===== config.mk =====
export PLATFORM = sky130hd
export DESIGN_NAME = sc_regpoint_matrix_flat
export DESIGN_NICKNAME = d
export VERILOG_FILES = /design/src/rtl/sc_regpoint_matrix_if.sv /design/src/rtl/sc_regpoint_matrix.sv /design/src/flat_wrapper.sv
export SDC_FILE = /design/constraint.sdc
export NUM_CORES = 1
export LEC_CHECK = 0
export BUFFER_PORTS_ARGS = -buffer_cell sky130_fd_sc_hd__buf_2
export CAP_MARGIN = 15
export CORE_ASPECT_RATIO = 0.9
export CORE_UTILIZATION = 40
export CTS_BUF_LIST = sky130_fd_sc_hd__clkbuf_8
export DETAILED_ROUTE_END_ITERATION = 10
export GPL_TIMING_DRIVEN = 0
export PLACE_DENSITY = 0.65
export SETUP_SLACK_MARGIN = 0.3
export SYNTH_ARGS = -nofsm -noshare
export SYNTH_HDL_FRONTEND = slang
export SYNTH_SLANG_ARGS = --single-unit

===== constraint.sdc =====
create_clock -name SC_REGPOINT_MATRIX_CLOCK_50 -period 4.15 [get_ports SC_REGPOINT_MATRIX_CLOCK_50]
set_input_delay 0.83 -clock SC_REGPOINT_MATRIX_CLOCK_50 [delete_from_list [all_inputs] [get_ports SC_REGPOINT_MATRIX_CLOCK_50]]
set_output_delay 0.83 -clock SC_REGPOINT_MATRIX_CLOCK_50 [all_outputs]
set_load 0.02 [all_outputs]

===== src/rtl/sc_regpoint_matrix_if.sv =====
// -----------------------------------------------------------------------------
// sc_regpoint_matrix_if
// Groups the command inputs and the status outputs of sc_regpoint_matrix.
//   master : the upstream controller side. It drives the active-low commands,
//            the column shift and the row select, and it observes the status.
//   slave  : the matrix side (sc_regpoint_matrix).
// Signals:
//   SC_REGPOINT_MATRIX_clear_InLow          blank the frog (active low)
//   SC_REGPOINT_MATRIX_defaultscreen_InLow  place frog at start (active low)
//   SC_REGPOINT_MATRIX_load0_InLow          move up one row (active low)
//   SC_REGPOINT_MATRIX_load1_InLow          move down one row (active low)
//   SC_REGPOINT_MATRIX_shiftselection_InBus 01 = left, 10 = right, else hold
//   SC_REGPOINT_MATRIX_rowselect_InBus      row requested by the scanner
//   SC_REGPOINT_MATRIX_data_OutBus          registered pattern of that row
//   SC_REGPOINT_MATRIX_bottomsidecomparator_OutLow  low when frog is in row 7
//   SC_REGPOINT_MATRIX_goal_OutHigh         one-cycle pulse on reaching row 0
//   SC_REGPOINT_MATRIX_movecount_OutBus     accepted moves, saturating
//   debugRow / debugCol / debugValid        live position state
// Commands are plain levels with no handshake. Each clock edge samples them,
// and a command held for N cycles applies N times.
// -----------------------------------------------------------------------------
interface sc_regpoint_matrix_if;
    logic       SC_REGPOINT_MATRIX_clear_InLow;
    logic       SC_REGPOINT_MATRIX_defaultscreen_InLow;
    logic       SC_REGPOINT_MATRIX_load0_InLow;
    logic       SC_REGPOINT_MATRIX_load1_InLow;
    logic [1:0] SC_REGPOINT_MATRIX_shiftselection_InBus;
    logic [2:0] SC_REGPOINT_MATRIX_rowselect_InBus;
    logic [7:0] SC_REGPOINT_MATRIX_data_OutBus;
    logic       SC_REGPOINT_MATRIX_bottomsidecomparator_OutLow;
    logic       SC_REGPOINT_MATRIX_goal_OutHigh;
    logic [7:0] SC_REGPOINT_MATRIX_movecount_OutBus;
    logic [2:0] debugRow;
    logic [7:0] debugCol;
    logic       debugValid;

    modport master (
        output SC_REGPOINT_MATRIX_clear_InLow,
        output SC_REGPOINT_MATRIX_defaultscreen_InLow,
        output SC_REGPOINT_MATRIX_load0_InLow,
        output SC_REGPOINT_MATRIX_load1_InLow,
        output SC_REGPOINT_MATRIX_shiftselection_InBus,
        output SC_REGPOINT_MATRIX_rowselect_InBus,
        input  SC_REGPOINT_MATRIX_data_OutBus,
        input  SC_REGPOINT_MATRIX_bottomsidecomparator_OutLow,
        input  SC_REGPOINT_MATRIX_goal_OutHigh,
        input  SC_REGPOINT_MATRIX_movecount_OutBus,
        input  debugRow,
        input  debugCol,
        input  debugValid
    );

    modport slave (
        input  SC_REGPOINT_MATRIX_clear_InLow,
        input  SC_REGPOINT_MATRIX_defaultscreen_InLow,
        input  SC_REGPOINT_MATRIX_load0_InLow,
        input  SC_REGPOINT_MATRIX_load1_InLow,
        input  SC_REGPOINT_MATRIX_shiftselection_InBus,
        input  SC_REGPOINT_MATRIX_rowselect_InBus,
        output SC_REGPOINT_MATRIX_data_OutBus,
        output SC_REGPOINT_MATRIX_bottomsidecomparator_OutLow,
        output SC_REGPOINT_MATRIX_goal_OutHigh,
        output SC_REGPOINT_MATRIX_movecount_OutBus,
        output debugRow,
        output debugCol,
        output debugValid
    );
endinterface


===== src/rtl/sc_regpoint_matrix.sv =====
// -----------------------------------------------------------------------------
// sc_regpoint_matrix
// Tracks the single frog point on an 8x8 LED matrix and serves one row at a
// time to the display scanner.
// Ports:
//   SC_REGPOINT_MATRIX_CLOCK_50     system clock; state changes on its rising edge
//   SC_REGPOINT_MATRIX_RESET_InHigh synchronous, active-high reset
//   matrixBus (slave)               commands in, row data and status out
// State: row (0 = top, 7 = bottom), col (one-hot, bit 7 = leftmost), valid.
// Command priority: clear > defaultscreen > load0 > load1 > shift.
// Only the highest-priority active command is considered. If that command
// cannot move the frog (edge of the matrix, or frog invalid), the cycle
// does nothing, and a lower-priority command is not tried instead.
// -----------------------------------------------------------------------------
module sc_regpoint_matrix (
    input  logic                 SC_REGPOINT_MATRIX_CLOCK_50,
    input  logic                 SC_REGPOINT_MATRIX_RESET_InHigh,
    sc_regpoint_matrix_if.slave  matrixBus
);
    localparam logic [2:0] ROW_BOTTOM = 3'd7;
    localparam logic [7:0] COL_START  = 8'b0001_0000;

    logic [2:0] row;
    logic [7:0] col;
    logic       valid;
    logic [7:0] moveCount;
    logic [7:0] dataReg;
    logic       goalReg;

    always_ff @(posedge SC_REGPOINT_MATRIX_CLOCK_50) begin
        if (SC_REGPOINT_MATRIX_RESET_InHigh) begin
            valid     <= 1'b0;
            row       <= ROW_BOTTOM;
            col       <= COL_START;
            moveCount <= 8'd0;
            dataReg   <= 8'h00;
            goalReg   <= 1'b0;
        end else begin
            goalReg <= 1'b0;

            // The scanner sees the position as it was before this edge.
            if (valid && (matrixBus.SC_REGPOINT_MATRIX_rowselect_InBus == row))
                dataReg <= col;
            else
                dataReg <= 8'h00;

            if (!matrixBus.SC_REGPOINT_MATRIX_clear_InLow) begin
                valid     <= 1'b0;
                moveCount <= 8'd0;
            end else if (!matrixBus.SC_REGPOINT_MATRIX_defaultscreen_InLow) begin
                valid     <= 1'b1;
                row       <= ROW_BOTTOM;
                col       <= COL_START;
                moveCount <= 8'd0;
            end else if (valid) begin
                if (!matrixBus.SC_REGPOINT_MATRIX_load0_InLow) begin
                    if (row != 3'd0) begin
                        row <= row - 3'd1;
                        if (moveCount != 8'hFF) moveCount <= moveCount + 8'd1;
                        // The pulse rises together with the change to row 0.
                        // A frog that stays on row 0 cannot re-enter this branch.
                        if (row == 3'd1) goalReg <= 1'b1;
                    end
                end else if (!matrixBus.SC_REGPOINT_MATRIX_load1_InLow) begin
                    if (row != ROW_BOTTOM) begin
                        row <= row + 3'd1;
                        if (moveCount != 8'hFF) moveCount <= moveCount + 8'd1;
                    end
                end else if (matrixBus.SC_REGPOINT_MATRIX_shiftselection_InBus == 2'b01) begin
                    if (!col[7]) begin
                        col <= {col[6:0], 1'b0};
                        if (moveCount != 8'hFF) moveCount <= moveCount + 8'd1;
                    end
                end else if (matrixBus.SC_REGPOINT_MATRIX_shiftselection_InBus == 2'b10) begin
                    if (!col[0]) begin
                        col <= {1'b0, col[7:1]};
                        if (moveCount != 8'hFF) moveCount <= moveCount + 8'd1;
                    end
                end
            end
        end
    end

    assign matrixBus.SC_REGPOINT_MATRIX_data_OutBus                 = dataReg;
    assign matrixBus.SC_REGPOINT_MATRIX_goal_OutHigh                = goalReg;
    assign matrixBus.SC_REGPOINT_MATRIX_movecount_OutBus            = moveCount;
    assign matrixBus.SC_REGPOINT_MATRIX_bottomsidecomparator_OutLow = ~(valid && (row == ROW_BOTTOM));
    assign matrixBus.debugRow                                       = row;
    assign matrixBus.debugCol                                       = col;
    assign matrixBus.debugValid                                     = valid;
endmodule


===== src/flat_wrapper.sv =====
// flat-port wrapper written by rule: the top's interface ports become plain ports
module sc_regpoint_matrix_flat 
  (SC_REGPOINT_MATRIX_CLOCK_50, SC_REGPOINT_MATRIX_RESET_InHigh, matrixBus_SC_REGPOINT_MATRIX_clear_InLow, matrixBus_SC_REGPOINT_MATRIX_defaultscreen_InLow, matrixBus_SC_REGPOINT_MATRIX_load0_InLow, matrixBus_SC_REGPOINT_MATRIX_load1_InLow, matrixBus_SC_REGPOINT_MATRIX_shiftselection_InBus, matrixBus_SC_REGPOINT_MATRIX_rowselect_InBus, matrixBus_SC_REGPOINT_MATRIX_data_OutBus, matrixBus_SC_REGPOINT_MATRIX_bottomsidecomparator_OutLow, matrixBus_SC_REGPOINT_MATRIX_goal_OutHigh, matrixBus_SC_REGPOINT_MATRIX_movecount_OutBus, matrixBus_debugRow, matrixBus_debugCol, matrixBus_debugValid);
  sc_regpoint_matrix_if matrixBus_i ();
  input  logic SC_REGPOINT_MATRIX_CLOCK_50;
  input  logic SC_REGPOINT_MATRIX_RESET_InHigh;
  input wire logic [$bits(matrixBus_i.SC_REGPOINT_MATRIX_clear_InLow)-1:0] matrixBus_SC_REGPOINT_MATRIX_clear_InLow;
  input wire logic [$bits(matrixBus_i.SC_REGPOINT_MATRIX_defaultscreen_InLow)-1:0] matrixBus_SC_REGPOINT_MATRIX_defaultscreen_InLow;
  input wire logic [$bits(matrixBus_i.SC_REGPOINT_MATRIX_load0_InLow)-1:0] matrixBus_SC_REGPOINT_MATRIX_load0_InLow;
  input wire logic [$bits(matrixBus_i.SC_REGPOINT_MATRIX_load1_InLow)-1:0] matrixBus_SC_REGPOINT_MATRIX_load1_InLow;
  input wire logic [$bits(matrixBus_i.SC_REGPOINT_MATRIX_shiftselection_InBus)-1:0] matrixBus_SC_REGPOINT_MATRIX_shiftselection_InBus;
  input wire logic [$bits(matrixBus_i.SC_REGPOINT_MATRIX_rowselect_InBus)-1:0] matrixBus_SC_REGPOINT_MATRIX_rowselect_InBus;
  output wire logic [$bits(matrixBus_i.SC_REGPOINT_MATRIX_data_OutBus)-1:0] matrixBus_SC_REGPOINT_MATRIX_data_OutBus;
  output wire logic [$bits(matrixBus_i.SC_REGPOINT_MATRIX_bottomsidecomparator_OutLow)-1:0] matrixBus_SC_REGPOINT_MATRIX_bottomsidecomparator_OutLow;
  output wire logic [$bits(matrixBus_i.SC_REGPOINT_MATRIX_goal_OutHigh)-1:0] matrixBus_SC_REGPOINT_MATRIX_goal_OutHigh;
  output wire logic [$bits(matrixBus_i.SC_REGPOINT_MATRIX_movecount_OutBus)-1:0] matrixBus_SC_REGPOINT_MATRIX_movecount_OutBus;
  output wire logic [$bits(matrixBus_i.debugRow)-1:0] matrixBus_debugRow;
  output wire logic [$bits(matrixBus_i.debugCol)-1:0] matrixBus_debugCol;
  output wire logic [$bits(matrixBus_i.debugValid)-1:0] matrixBus_debugValid;
  assign matrixBus_i.SC_REGPOINT_MATRIX_clear_InLow = matrixBus_SC_REGPOINT_MATRIX_clear_InLow;
  assign matrixBus_i.SC_REGPOINT_MATRIX_defaultscreen_InLow = matrixBus_SC_REGPOINT_MATRIX_defaultscreen_InLow;
  assign matrixBus_i.SC_REGPOINT_MATRIX_load0_InLow = matrixBus_SC_REGPOINT_MATRIX_load0_InLow;
  assign matrixBus_i.SC_REGPOINT_MATRIX_load1_InLow = matrixBus_SC_REGPOINT_MATRIX_load1_InLow;
  assign matrixBus_i.SC_REGPOINT_MATRIX_shiftselection_InBus = matrixBus_SC_REGPOINT_MATRIX_shiftselection_InBus;
  assign matrixBus_i.SC_REGPOINT_MATRIX_rowselect_InBus = matrixBus_SC_REGPOINT_MATRIX_rowselect_InBus;
  assign matrixBus_SC_REGPOINT_MATRIX_data_OutBus = matrixBus_i.SC_REGPOINT_MATRIX_data_OutBus;
  assign matrixBus_SC_REGPOINT_MATRIX_bottomsidecomparator_OutLow = matrixBus_i.SC_REGPOINT_MATRIX_bottomsidecomparator_OutLow;
  assign matrixBus_SC_REGPOINT_MATRIX_goal_OutHigh = matrixBus_i.SC_REGPOINT_MATRIX_goal_OutHigh;
  assign matrixBus_SC_REGPOINT_MATRIX_movecount_OutBus = matrixBus_i.SC_REGPOINT_MATRIX_movecount_OutBus;
  assign matrixBus_debugRow = matrixBus_i.debugRow;
  assign matrixBus_debugCol = matrixBus_i.debugCol;
  assign matrixBus_debugValid = matrixBus_i.debugValid;
  sc_regpoint_matrix u_core (.SC_REGPOINT_MATRIX_CLOCK_50(SC_REGPOINT_MATRIX_CLOCK_50), .SC_REGPOINT_MATRIX_RESET_InHigh(SC_REGPOINT_MATRIX_RESET_InHigh), .matrixBus(matrixBus_i));
endmodule

== Word level (Yosys, flattened, before mapping) ==
Index checks and enable logic that the tools add are counted.

* Flip-flop bits (word level): 29
* Logic and storage cells: 74
* Output and inout port bits: 30

* Equality and inequality tests: 20
* Bitwise gates (word level): 6
* Reductions and logical operators: 13
* $add $sub $neg: 3
* Mux-type cells: 24

{| class="wikitable"
|+ Operators with widths
! kind !! number
|-
| $mux 8 || 17
|-
| $mux 3 || 6
|-
| $reduce_and 6->1 || 3
|-
| $ne 3x3->1 const B || 4
|-
| $ne 3x1->1 const B || 3
|-
| $add 8x1->8 const B || 1
|-
| $ne 4x4->1 const B || 2
|-
| $ne 8x8->1 const B || 1
|-
| $reduce_and 7->1 || 1
|-
| $ne 2x1->1 const B || 3
|-
| $not 1->1 || 6
|-
| $reduce_or 6->1 || 1
|-
| $reduce_and 5->1 || 1
|-
| $ne 4x2->1 const B || 1
|-
| $reduce_or 2->1 || 2
|-
| $add 3x1->3 const B || 1
|-
| $eq 3x1->1 const B || 1
|-
| $eq 3x3->1 || 1
|-
| $eq 3x3->1 const B || 1
|-
| $ne 3x2->1 const B || 1
|-
| $reduce_bool 3->1 || 1
|-
| $reduce_or 3->1 || 1
|-
| $sub 3x1->3 const B || 1
|-
| $eq 2x1->1 const B || 1
|-
| other kinds (4) || 5
|}

== Longest topological paths before layout ==
Gate-level depths: netlist (run 1).

* Depth in word-level cells: 7
* Mapped depth: 8
* Gate-level depth less buffers: 7

== Worst setup path after synthesis (run 1) ==
No wires, ideal clock.

* Kind: input to register
* From: input port matrixBus_SC_REGPOINT_MATRIX_shiftselection_InBus[1]
* To: register u_core.col[3], in the netlist u_core.matrixBus.debugCol[3]
* Slack: 2022 ps
* Arrival time: 2057 ps
* Cell stages on the path: 8
* Buffers on the path: 1
* Data required time: 4080 ps
* Cells stage by stage: inv_1 -> ha_1 -> nand2b_1 -> nand3_1 -> a21o_1 -> buf_6 -> or3_1 -> a21oi_1

* Longest elaborated chain between the ends: 6
* Elaborated cells on any way between the ends: 11
* Classes of those cells: eq/ne (5); mux (5); reduce/logical (1)

{| class="wikitable"
|+ Ends and longest elaborated chain
! item !! line !! text
|-
| start, declared || flat_wrapper.sv:11 || <nowiki>input wire logic [$bits(matrixBus_i.SC_REGPOINT_MATRIX_shiftselection_InBus)-1:0] matrixBus_SC_REGPOINT_MATRIX ...</nowiki>
|-
| $eq 2x1->1 || sc_regpoint_matrix.sv:69 || <nowiki>end else if (matrixBus.SC_REGPOINT_MATRIX_shiftselection_InBus == 2'b01) begin</nowiki>
|-
| $mux 8 || sc_regpoint_matrix.sv:69 ||
|-
| $mux 8 || sc_regpoint_matrix.sv:64 || <nowiki>end else if (!matrixBus.SC_REGPOINT_MATRIX_load1_InLow) begin</nowiki>
|-
| $mux 8 || sc_regpoint_matrix.sv:56 || <nowiki>if (!matrixBus.SC_REGPOINT_MATRIX_load0_InLow) begin</nowiki>
|-
| $mux 8 || sc_regpoint_matrix.sv:55 || <nowiki>end else if (valid) begin</nowiki>
|-
| $mux 8 || sc_regpoint_matrix.sv:50 || <nowiki>end else if (!matrixBus.SC_REGPOINT_MATRIX_defaultscreen_InLow) begin</nowiki>
|-
| end signal, assigned || sc_regpoint_matrix.sv:71 || <nowiki>col <= {col[6:0], 1'b0};</nowiki>
|-
| end signal, assigned || sc_regpoint_matrix.sv:76 || <nowiki>col <= {1'b0, col[7:1]};</nowiki>
|-
| end, declared || sc_regpoint_matrix.sv:24 || <nowiki>logic [7:0] col;</nowiki>
|}

Several ways; a longest one is shown, not always the timed one. The select of a mux whose other input is x is not followed.
A chain may end at the register's enable or synchronous reset.

== Worst setup path in the final report (run 1) ==
* From: register u_core.row[0], in the netlist u_core.matrixBus.debugRow[0]
* To: output port matrixBus_SC_REGPOINT_MATRIX_bottomsidecomparator_OutLow

* Longest elaborated chain between the ends: 3

{| class="wikitable"
|+ Ends and longest elaborated chain
! item !! line !! text
|-
| start, declared || sc_regpoint_matrix.sv:23 || <nowiki>logic [2:0] row;</nowiki>
|-
| start signal, assigned || sc_regpoint_matrix.sv:58 || <nowiki>row <= row - 3'd1;</nowiki>
|-
| start signal, assigned || sc_regpoint_matrix.sv:66 || <nowiki>row <= row + 3'd1;</nowiki>
|-
| $eq 3x3->1 || sc_regpoint_matrix.sv:87 || <nowiki>assign matrixBus.SC_REGPOINT_MATRIX_bottomsidecomparator_OutLow = ~(valid && (row == ROW_BOTTOM));</nowiki>
|-
| $logic_and 1x1->1 || sc_regpoint_matrix.sv:87 ||
|-
| $not 1->1 || sc_regpoint_matrix.sv:87 ||
|-
| end, declared || flat_wrapper.sv:14 || <nowiki>output wire logic [$bits(matrixBus_i.SC_REGPOINT_MATRIX_bottomsidecomparator_OutLow)-1:0] matrixBus_SC_REGPOIN ...</nowiki>
|}

Every way passes these cells.

==> run metrics, run 1 <==
Die ar. 4084 sq um; Slew HR 67.09%; hold path depth 2; H-tree levels 2; share of layout cells above drive strength 1 25.33%; f_max 460.6 MHz; cts hold-fix bufs 0; grt total ovfl 0; Clock Skew 0.007180 ns; syn_area_per_cell 8.611 sq um; VDD IR max 115.1 uV; Global Route Usage Sum 18.32%; NetSw 0.1505 mW; number of antenna violations at the first check in global routing 0; setup tns final 0 ns; minimum clock period 2.171 ns; reg-to-reg slack, setup 2.29 ns; via count 1379; wire length per cell 12.52 microns; Worst-Skew Late Latency 0.28 ns; Synth async-reset ratio 0%; count leader, synth dfxtp_1; Final Setup Violations 0; Synth Cell Area 1533 sq um; Critical Path Start u_core.matrixBus.debugRow[0]; placed inst area 1783 sq um; fin area 1899 sq um; Core Rows 20; PostCTS Resize Cnt 0; Tcrit/Tclk final 52.31%; synth warn 0; Hold Crit Class reg2reg; post-CTS setup repair buffer count 0; Max-cap violations 0; P per Cell Area 342.8 nW/um^2; critical path class reg2out; Syn-to-layout area delta 23.92%; number of synthesized register bits 29; CP max FO 6; clock buffer depth 2; Critical Path AT 1.34 ns; worst slew pin tran 0.4937 ns; fin. max-slew vios 0; largest net degree at the start of global routing 11; Post-DP HPWL 2393 microns; top-level port count 41; TritonCTS clock tree built; post-synth cell types 38; syn nets 198; sequential share of power 44.1%; reg2reg path depth 7; PortBufs 39; status completed; Gate power share 9.8%; ys flop type dfxtp_1; post-synthesis cell count 178; RSZ-0062 raised after global routing false; drt first pass iters 4; Post-synth EDFFs 0; drc violations 0; synth top area cells dfxtp_1, ha_1, a21oi_1, nand2_1, nor2_1; CTS clk-pin slew, worst paths 0.06 ns; height of the chip 60.73 microns; first-pass GRT wire length 5375 microns; Num CTS Buffers 5; Sw Ratio 23.13%; GPL Wtd Cong 0.7783; commonest cells in the synthesized netlist dfxtp_1, nand2_1, nor2_1; Initial Utilization 43.44%; drt initial violations 57; vias in the first global route 1166; CTS sink cnt 29; Req. time, crit path 3.32 ns; Pleak 0.8319 nW; core area 3528 sq um; Detailed Route WL 3367 microns; sequential-to-total area share from yosys stat 37.88%; final-report hold violation count 0; Worst Setup Start Kind flip-flop; Worst setup EP type output pin; min-delay src u_core.matrixBus.debugCol[3]; Ant. Diodes 0; WHS Endpoint u_core.matrixBus.debugCol[3]; share of total power in the clock network 46.1%; cell internal pwr 0.5004 mW; share of the synthesized area in the top cell type 37.88%; Die X 67.25 microns; Final ANT Viol Nets 0; DR vias/cell 5.126; # nets final 244; post-synth top area cell dfxtp_1; Clk Tree Root Cell clkbuf_8; worst r2r src u_core.matrixBus.debugRow[0]
## power by group through the flow
stage | logic, mW | clock network [mW] | registers, mW
2_1_floorplan | 0.0411 | 0 | 0.296
6_report | 0.0640 | 0.300 | 0.287
4_1_cts | 0.0641 | 0.303 | 0.287
3_5_place_dp | 0.0637 | 0 | 0.293
5_1_grt | 0.0708 | 0.316 | 0.288
3_3_place_gp | 0.0633 | 0 | 0.293
## cell families (layout without fill, tap and decap cells)
kind of cell	count (synthesis)	after routing	synth area share [%]
and+or+nand+nor	81	81	28.65
AOI/OAI and AO/OA	31	31	12.90
DFF	29	29	37.88
buffers and inverters	14	61	4.653
adders and majority gates	9	9	7.347
xor gates and xnor gates	8	8	4.571
muxes	6	6	4.000
## sequential cells by signal, summed over array words and instances (netlist names)
name,count
u_core.matrixBus.SC_REGPOINT_MATRIX_goal_OutHigh,1
u_core.matrixBus.debugRow,3
u_core.matrixBus.SC_REGPOINT_MATRIX_movecount_OutBus,8
u_core.matrixBus.debugCol,8
u_core.matrixBus.SC_REGPOINT_MATRIX_data_OutBus,8
u_core.matrixBus.debugValid,1
## area by class of cell
cell class | count | area [sq um]
plain buffers | 7 | 45.04
well taps | 44 | 55.05
clock buffers | 6 | 82.58
repair buffers | 39 | 195.2
flip-flops and latches | 29 | 580.6
multi-input cells | 135 | 880.8
inverters | 7 | 26.28
fillers | 339 | 1629
clock inverters | 2 | 33.78
## worst max-delay path, stage by stage (launching register included)
cell and delay (ns):
dfxtp_1 0.45, ha_1 0.19, ha_1 0.18, nand2_1 0.07, buf_2 0.17
## worst max path at each step
stage	to	slack (ns)	cells past startpoint
floorplan	u_core.matrixBus.debugCol[3]	2.02	8
global placement	u_core.matrixBus.debugCol[5]	1.80	9
detailed placement	u_core.matrixBus.debugCol[5]	1.78	9
CTS	matrixBus_SC_REGPOINT_MATRIX_bottomsidecomparator_OutLow	1.98	4
global route	matrixBus_SC_REGPOINT_MATRIX_bottomsidecomparator_OutLow	1.89	4
finish	matrixBus_SC_REGPOINT_MATRIX_bottomsidecomparator_OutLow	1.98	4
## metal layers
| metal | vias to the layer above | global-route usage, % | share of wire, % |
|---|---|---|---|
| li1 | 715 | - | - |
| met1 | 617 | 24.77 | 50 |
| met2 | 42 | 25.86 | 42 |
| met3 | 5 | 6.955 | 6.2 |
| met4 | 0 | 7.903 | 1.4 |
| met5 | - | 0 | 0 |
## layout by cell type, fill, tap and decap left out, types with 2 or more instances in the layout
| master | n |
|---|---|
| nor2_1 | 15 |
| and2_1 | 7 |
| mux2i_1 | 5 |
| nand2b_1 | 5 |
| a211oi_1 | 3 |
| buf_2 | 39 |
| o21ai_0 | 2 |
| nand3_1 | 8 |
| xnor2_1 | 4 |
| nor3_1 | 9 |
| a31oi_1 | 6 |
| clkbuf_8 | 6 |
| inv_1 | 8 |
| xor2_1 | 4 |
| dfxtp_1 | 29 |
| ha_1 | 9 |
| nor3b_1 | 4 |
| or3_1 | 4 |
| buf_6 | 2 |
| a21oi_1 | 14 |
| nor4_1 | 2 |
| clkbuf_1 | 4 |
| nand2_1 | 18 |
## per-stage QoR
| step | instances | hold slack, ns | worst slack (ns) | total power, mW | util [%] |
|---|---|---|---|---|---|
| final | 269 | 0.5054 | 1.979 | 0.6510 | 53.83 |
| after global routing | 269 | 0.5176 | 1.895 | 0.6741 | 53.83 |
| after CTS | 269 | 0.5006 | 1.981 | 0.6542 | 53.83 |
| after detailed placement | 261 | 0.4924 | 1.779 | 0.3568 | 50.53 |
| after global placement | 261 | 0.5000 | 1.797 | 0.3567 | 50.53 |
| after floorplan | 178 | 0.5575 | 2.022 | 0.3370 | - |
No activity file was read; power rests on OpenSTA's default activity.
==> inputs of run 2 (changes only) <==
--- a/config.mk
+++ b/config.mk
@@ -5,6 +5,7 @@
 export SDC_FILE = /design/constraint.sdc
 export NUM_CORES = 1
 export LEC_CHECK = 0
+export ABC_AREA = 1
 export BUFFER_PORTS_ARGS = -buffer_cell sky130_fd_sc_hd__buf_2
 export CAP_MARGIN = 15
 export CORE_ASPECT_RATIO = 0.9
@@ -12,7 +13,7 @@
 export CTS_BUF_LIST = sky130_fd_sc_hd__clkbuf_8
 export DETAILED_ROUTE_END_ITERATION = 10
 export GPL_TIMING_DRIVEN = 0
-export PLACE_DENSITY = 0.65
+export PLACE_DENSITY = 0.67
 export SETUP_SLACK_MARGIN = 0.3
 export SYNTH_ARGS = -nofsm -noshare
 export SYNTH_HDL_FRONTEND = slang
==> constraint.sdc (replaced) <==
create_clock -name SC_REGPOINT_MATRIX_CLOCK_50 -period 1.8 [get_ports SC_REGPOINT_MATRIX_CLOCK_50]
set_input_delay 0.36 -clock SC_REGPOINT_MATRIX_CLOCK_50 [delete_from_list [all_inputs] [get_ports SC_REGPOINT_MATRIX_CLOCK_50]]
set_output_delay 0.36 -clock SC_REGPOINT_MATRIX_CLOCK_50 [all_outputs]
set_load 0.02 [all_outputs]
==> run 2 against run 1 <==
Non-clock buffer count rose by 3. Area after synthesis increased by 10%. Worst hold slack got worse by 0.16 ns. Sequential cell count unchanged. Via count grew 24%. Clock power rose by 79%. Combinational power rose to 4.3 times the previous value. First-iteration DRC count grew 70%. Die area rose by 9.6%. Register-to-register slack worse by 2.0 ns. Cell count increased by 28%. Synthesized cell count grew 37%.
==> run metrics, run 2 <==
Final Setup Violations 0 (unchanged); VDD IR max 232.0 uV (+100%); Initial Utilization 41.65% (-1.8 points); Synth Cell Area 1685 sq um (+10%); syn nets 263 (+33%); largest net degree at the start of global routing 11 (unchanged); Post-synth EDFFs 0 (unchanged); Tot Pwr 1.497 mW (+130%); first-pass GRT wire length 6658 microns (+24%); drt first pass iters 4 (unchanged); Clock Skew 0.007018 ns (-0.0001617 ns); drt initial violations 97 (+70%); GPL Wtd Cong 0.8759 (+13%); CP max FO 5 (-1); top-level port count 41 (unchanged); Num CTS Buffers 5 (unchanged); P per Cell Area 685.9 nW/um^2 (+100%); RSZ-0062 raised after global routing true; via count 1716 (+24%); Syn-to-layout area delta 29.47%; Worst-Skew Late Latency 0.28 ns (about the same); commonest cells in the synthesized netlist nand2_1, nor2_1, dfxtp_1; CTS sink cnt 29 (unchanged); Clk Tree Root Cell clkbuf_8; Pleak 1.049 nW (+26%); Critical Path AT 1.20 ns (-0.14 ns); Die ar. 4477 sq um (+9.6%); number of synthesized register bits 29 (unchanged); Routed met2 length 1884 microns (+33%); grt total ovfl 0 (unchanged); core area 4046 sq um (+15%); post-synthesis cell count 243 (+37%); Detailed Route WL 4087 microns (+21%); DR top layer met4; Final ANT Viol Nets 0 (unchanged); clock buffer depth 2 (unchanged); metal3 WL 240 microns (+15%); Tcrit/Tclk final 86.42%; synth warn 0 (unchanged); final-report hold violation count 0 (unchanged); post-synth top area cell dfxtp_1; Core Rows 22 (+10%); critical path class reg2out; Hold Crit Class in2reg; synth top area cells dfxtp_1, nand2_1, nand3_1, nor2_1, ha_1; Ant. Diodes 0 (unchanged); f_max 642.8 MHz; status completed; Post-DP HPWL 2839 microns (+19%); Slew HR 77.80% (+11 points); post-synth cell types 26 (-32%); Worst Setup Start Kind flip-flop; share of the synthesized area in the top cell type 34.45% (-3.4 points); share of layout cells above drive strength 1 31.42% (+6.1 points); M1 WL 1841 microns (+8.9%); Worst setup EP type output pin; TritonCTS clock tree built; DR vias/cell 4.988 (-2.7%); count leader, synth nand2_1; commonest non-fill, non-tap cells in the layout nand2_1, buf_2, nor2_1, inv_1, nand3_1; minimum clock period 1.556 ns; vias in the first global route 1483 (+27%); fin. max-slew vios 0 (unchanged); CTS clk-pin slew, worst paths 0.06 ns (about the same); Die X 70.42 microns (+4.7%); # nets final 316 (+30%); PortBufs 40 (+2.6%); setup tns final 0 ns (unchanged); Synth async-reset ratio 0% (unchanged); drc violations 0 (unchanged); height of the chip 63.58 microns (+4.7%); syn_area_per_cell 6.936 sq um (-19%); worst slew pin tran 0.3320 ns (-0.1617 ns); Global Route Usage Sum 18.66% (+0.34 points); sequential-to-total area share from yosys stat 34.45% (-3.4 points); ys flop type dfxtp_1; Max-cap violations 0 (unchanged); wire length per cell 11.88 microns (-5.1%); H-tree levels 2 (unchanged); number of antenna violations at the first check in global routing 0 (unchanged); cts hold-fix bufs 0 (unchanged); Req. time, crit path 1.44 ns (-1.88 ns); most common cell after layout, fill and taps aside nand2_1
## run 2: cell count changes after synthesis, moves of 7 or more
| cell | before | now |
|---|---|---|
| nand2_1 | 18 | 50 |
| inv_1 | 7 | 27 |
| nand3_1 | 8 | 27 |
| nor2_1 | 15 | 32 |
| a21oi_1 | 14 | 21 |
| and2_1 | 7 | 0 |
## run 2: worst max-delay path, cell delays in order, from the launching register on
cell and delay, ns:
dfxtp_4 0.37, ha_4 0.17, ha_4 0.17, nand2_2 0.09, buf_6 0.13
## run 2: cell families after synthesis
family	after synthesis	share of synthesized area [%]
DFF	29	34.45
buffers and inverters	37	9.577
and+or+nand+nor	130	35.64
xor gates and xnor gates	6	3.118
AOI/OAI and AO/OA	32	10.54
adders and majority gates	9	6.682
## run 2: where the power goes
part           internal, mW  switching [mW]
Sequential            0.658          0.0241
Clock                 0.297           0.241
Combinational         0.113           0.163
## run 2: final cells by class
cell class              instances  area (sq um)
multi-input cells             177          1007
flip-flops and latches         29         591.8
inverters                      34         127.6
well taps                      48         60.06
plain buffers                   3         33.78
clock buffers                   6         82.58
fillers                       399          1864
repair buffers                 46         275.3
clock inverters                 1         3.754
## run 2: final timing paths
path | end | slack [ns] | startpoint | depth (start not counted)
max | matrixBus_SC_REGPOINT_MATRIX_bottomsidecomparator_OutLow | 0.24 | u_core.matrixBus.debugRow[1] | 4
min | u_core.matrixBus.debugCol[6] | 0.34 | SC_REGPOINT_MATRIX_RESET_InHigh | 2
max reg2reg | flip-flop | 0.33 | u_core.matrixBus.debugRow[1] | 9
min reg2reg | flip-flop | 0.49 | u_core.matrixBus.debugCol[5] | 2
## run 2: stage by stage
step | setup WS [ns] | cells | hold WS [ns] | utilization [%] | instance area [sq um]
floorplan | 0.3244 | 243 | 0.4291 | - | 1693
global placement | 0.1351 | 331 | 0.4732 | 48.27 | 1953
detailed placement | 0.1223 | 331 | 0.4766 | 48.27 | 1953
CTS | 0.2276 | 342 | 0.3310 | 51.67 | 2091
global route | 0.2235 | 344 | 0.3587 | 53.93 | 2182
finish | 0.2444 | 344 | 0.3438 | 53.93 | 2182
## run 2: what timing repair did
action,CTS,global route
resized for setup,7,17
setup buffers,4,2
pin swaps,2,6
setup endpoints to repair,9,13
## run 2: layer usage
metal | up-vias | track usage, %
li1 | 886 | -
met5 | - | 0
met2 | 68 | 27.38
met4 | 0 | 9.750
met3 | 12 | 4.160
met1 | 750 | 25.32
==> inputs of run 3 (changes only) <==
--- a/config.mk
+++ b/config.mk
@@ -13,7 +13,7 @@
 export CTS_BUF_LIST = sky130_fd_sc_hd__clkbuf_8
 export DETAILED_ROUTE_END_ITERATION = 10
 export GPL_TIMING_DRIVEN = 0
-export PLACE_DENSITY = 0.67
+export PLACE_DENSITY = 0.65
 export SETUP_SLACK_MARGIN = 0.3
 export SYNTH_ARGS = -nofsm -noshare
 export SYNTH_HDL_FRONTEND = slang
==> run 3 against run 2 <==
Wire length shrank 1.6%. Worst hold slack worse by 0.011 ns. Global-route usage down 0.71 points. Combinational power is 5% lower. Sequential share of layout area increased by 0.52 points. Cell count stayed put. Total power is 1.4% lower. Clock-buffer cell count decreased by 1. Largest power group unchanged.
==> run metrics, run 3 (synthesis results as in run 2) <==
number of antenna violations at the first check in global routing 0 (unchanged); CP max FO 4 (-1); worst slew pin tran 0.3363 ns (+0.004245 ns); Hold Crit Class in2reg; VDD IR max 325.0 uV (+40%); Post-DP HPWL 2870 microns (+1.1%); largest net degree at the start of global routing 11 (unchanged); share of layout cells above drive strength 1 30.41% (-1.0 points); setup tns final 0 ns (unchanged); Fill cells 408 (+2.3%); slowest cell delay on critical path 0.36 ns (about the same); Global Route Usage Sum 17.95% (-0.71 points); GPL Wtd Cong 0.8743 (-0.18%); P per Cell Area 689.6 nW/um^2 (+0.55%); Initial Utilization 41.65% (unchanged); Detailed Route WL 4020 microns (-1.6%); Min Hold Slack 0.3327 ns (-0.01105 ns); fin cells 344 (unchanged); height of the chip 63.58 microns (unchanged); f_max 655.5 MHz (+2.0%); dpl cells 331 (unchanged); Critical Path AT 1.17 ns (-0.03 ns); Max-cap violations 0 (unchanged); minimum clock period 1.526 ns (-0.02997 ns); PortBufs 40 (unchanged); drt first pass iters 4 (unchanged); Req. time, crit path 1.44 ns (about the same); vias in the first global route 1440 (-2.9%); crit-path cells ha_4 > ha_4 > nand2_2 > buf_6; cts hold-fix bufs 0 (unchanged); wire length per cell 11.69 microns (-1.6%); Die ar. 4477 sq um (unchanged); top-level port count 41 (unchanged); Worst-Skew Late Latency 0.28 ns (about the same); crit-path most repeated cell ha_4; Die X 70.42 microns (unchanged); Tcrit/Tclk final 84.76% (-1.7 points); CTS clk-pin slew, worst paths 0.07 ns (about the same); # nets final 315 (-0.32%); Final Setup Violations 0 (unchanged); drc violations 0 (unchanged); pre-CTS WS 0.1214 ns (-0.0008860 ns); Slew HR 77.52% (-0.28 points); status completed; first-pass GRT wire length 6368 microns (-4.4%); Top delay family on crit path flip-flops; most common cell after layout, fill and taps aside nand2_1; commonest non-fill, non-tap cells in the layout nand2_1, buf_2, nor2_1, inv_1, nand3_1; RSZ-0062 raised after global routing true; critical path class reg2out; Num CTS Buffers 5 (unchanged); fin. max-slew vios 0 (unchanged); clock buffer depth 2 (unchanged); grt total ovfl 0 (unchanged); final worst slack 0.2744 ns (+0.02997 ns); via count 1698 (-1.0%); TritonCTS clock tree built; drt initial violations 75 (-23%); core area 4046 sq um (unchanged); final-report hold violation count 0 (unchanged); Worst setup EP type output pin; slowest library cell on the worst path dfxtp_4; Clk Tree Root Cell clkbuf_8; WP buf/inv 1 (unchanged); Worst Setup Start Kind flip-flop; Syn-to-layout area delta 27.02%; Core Rows 22 (unchanged); Ant. Diodes 0 (unchanged); CTS sink cnt 29 (unchanged); Pleak 1.032 nW (-1.6%); DR vias/cell 4.936 (-1.0%); H-tree levels 2 (unchanged); Final ANT Viol Nets 0 (unchanged); Clock Skew 0.002283 ns (-0.004735 ns)
run 3: cell types whose count changed in the layout (fill, tap and decap cells not counted), moves of 2 or more:
cell	before	now
a21oi_1	18	20
a21oi_2	3	1
nand2_1	44	47
buf_4	2	4
nand2_2	10	7
buf_6	7	5
clkinv_2	0	2
run 3: area by class of cell:
cell class | count | area (sq um) | share of cell area [%]
Timing Repair Buffer | 45 | 247.7 | 11.57
Multi-Input combinational cell | 177 | 994.7 | 46.46
Sequential cell | 29 | 591.8 | 27.64
Tap cell | 48 | 60.06 | 2.805
Inverter | 34 | 127.6 | 5.961
Buffer | 3 | 33.78 | 1.578
Clock inverter | 3 | 16.27 | 0.7598
Clock buffer | 5 | 68.82 | 3.214
run 3: metrics by stage:
step           power [mW]  util [%]  area [sq um]
6_report            1.476     52.91          2141
5_1_grt             1.539     52.91          2141
4_1_cts             1.473     52.13          2110
3_5_place_dp       0.9207     48.27          1953
3_3_place_gp       0.9208     48.27          1953
2_1_floorplan      0.8543         -          1693
run 3: report_power, final:
group / leakage [nW] / switching [mW] / internal (mW)
registers: 0.236 / 0.0222 / 0.658
logic: 0.748 / 0.157 / 0.106
clock network: 0.0482 / 0.266 / 0.267
run 3: path summary, 6_finish.rpt:
check | slack, ns | depth (start not counted) | endpoint | startpoint
worst max-delay path | 0.27 | 4 | matrixBus_SC_REGPOINT_MATRIX_bottomsidecomparator_OutLow | u_core.matrixBus.debugRow[1]
worst min-delay path | 0.33 | 2 | u_core.matrixBus.debugCol[6] | SC_REGPOINT_MATRIX_RESET_InHigh
worst max register to register | 0.33 | 8 | flip-flop | u_core.matrixBus.debugRow[1]
worst min register to register | 0.48 | 2 | flip-flop | u_core.matrixBus.debugCol[5]
run 3: timing repair:
item,in CTS,in global routing
setup buffers,4,1
pin swaps,2,10
gates resized for setup,10,8
setup endpoints to repair,9,18
run 3: per-layer routing:
layer  routed length [microns]  vias up  GRT usage, %
met1                      1897      760         23.54
met3                       213        7         4.160
met2                      1850       46         27.86
met5                         0        -             0
li1                          -      885             -
met4                        60        0         8.000
run 3: worst register-to-register path, stage by stage (launching register included):
cell and delay (ns):
dfxtp_4 0.36, ha_4 0.16, ha_4 0.16, nand3_2 0.06, nand2_2 0.06, a21oi_4 0.25, nand2_4 0.14, nand2_1 0.09
a21oi_1 0.06
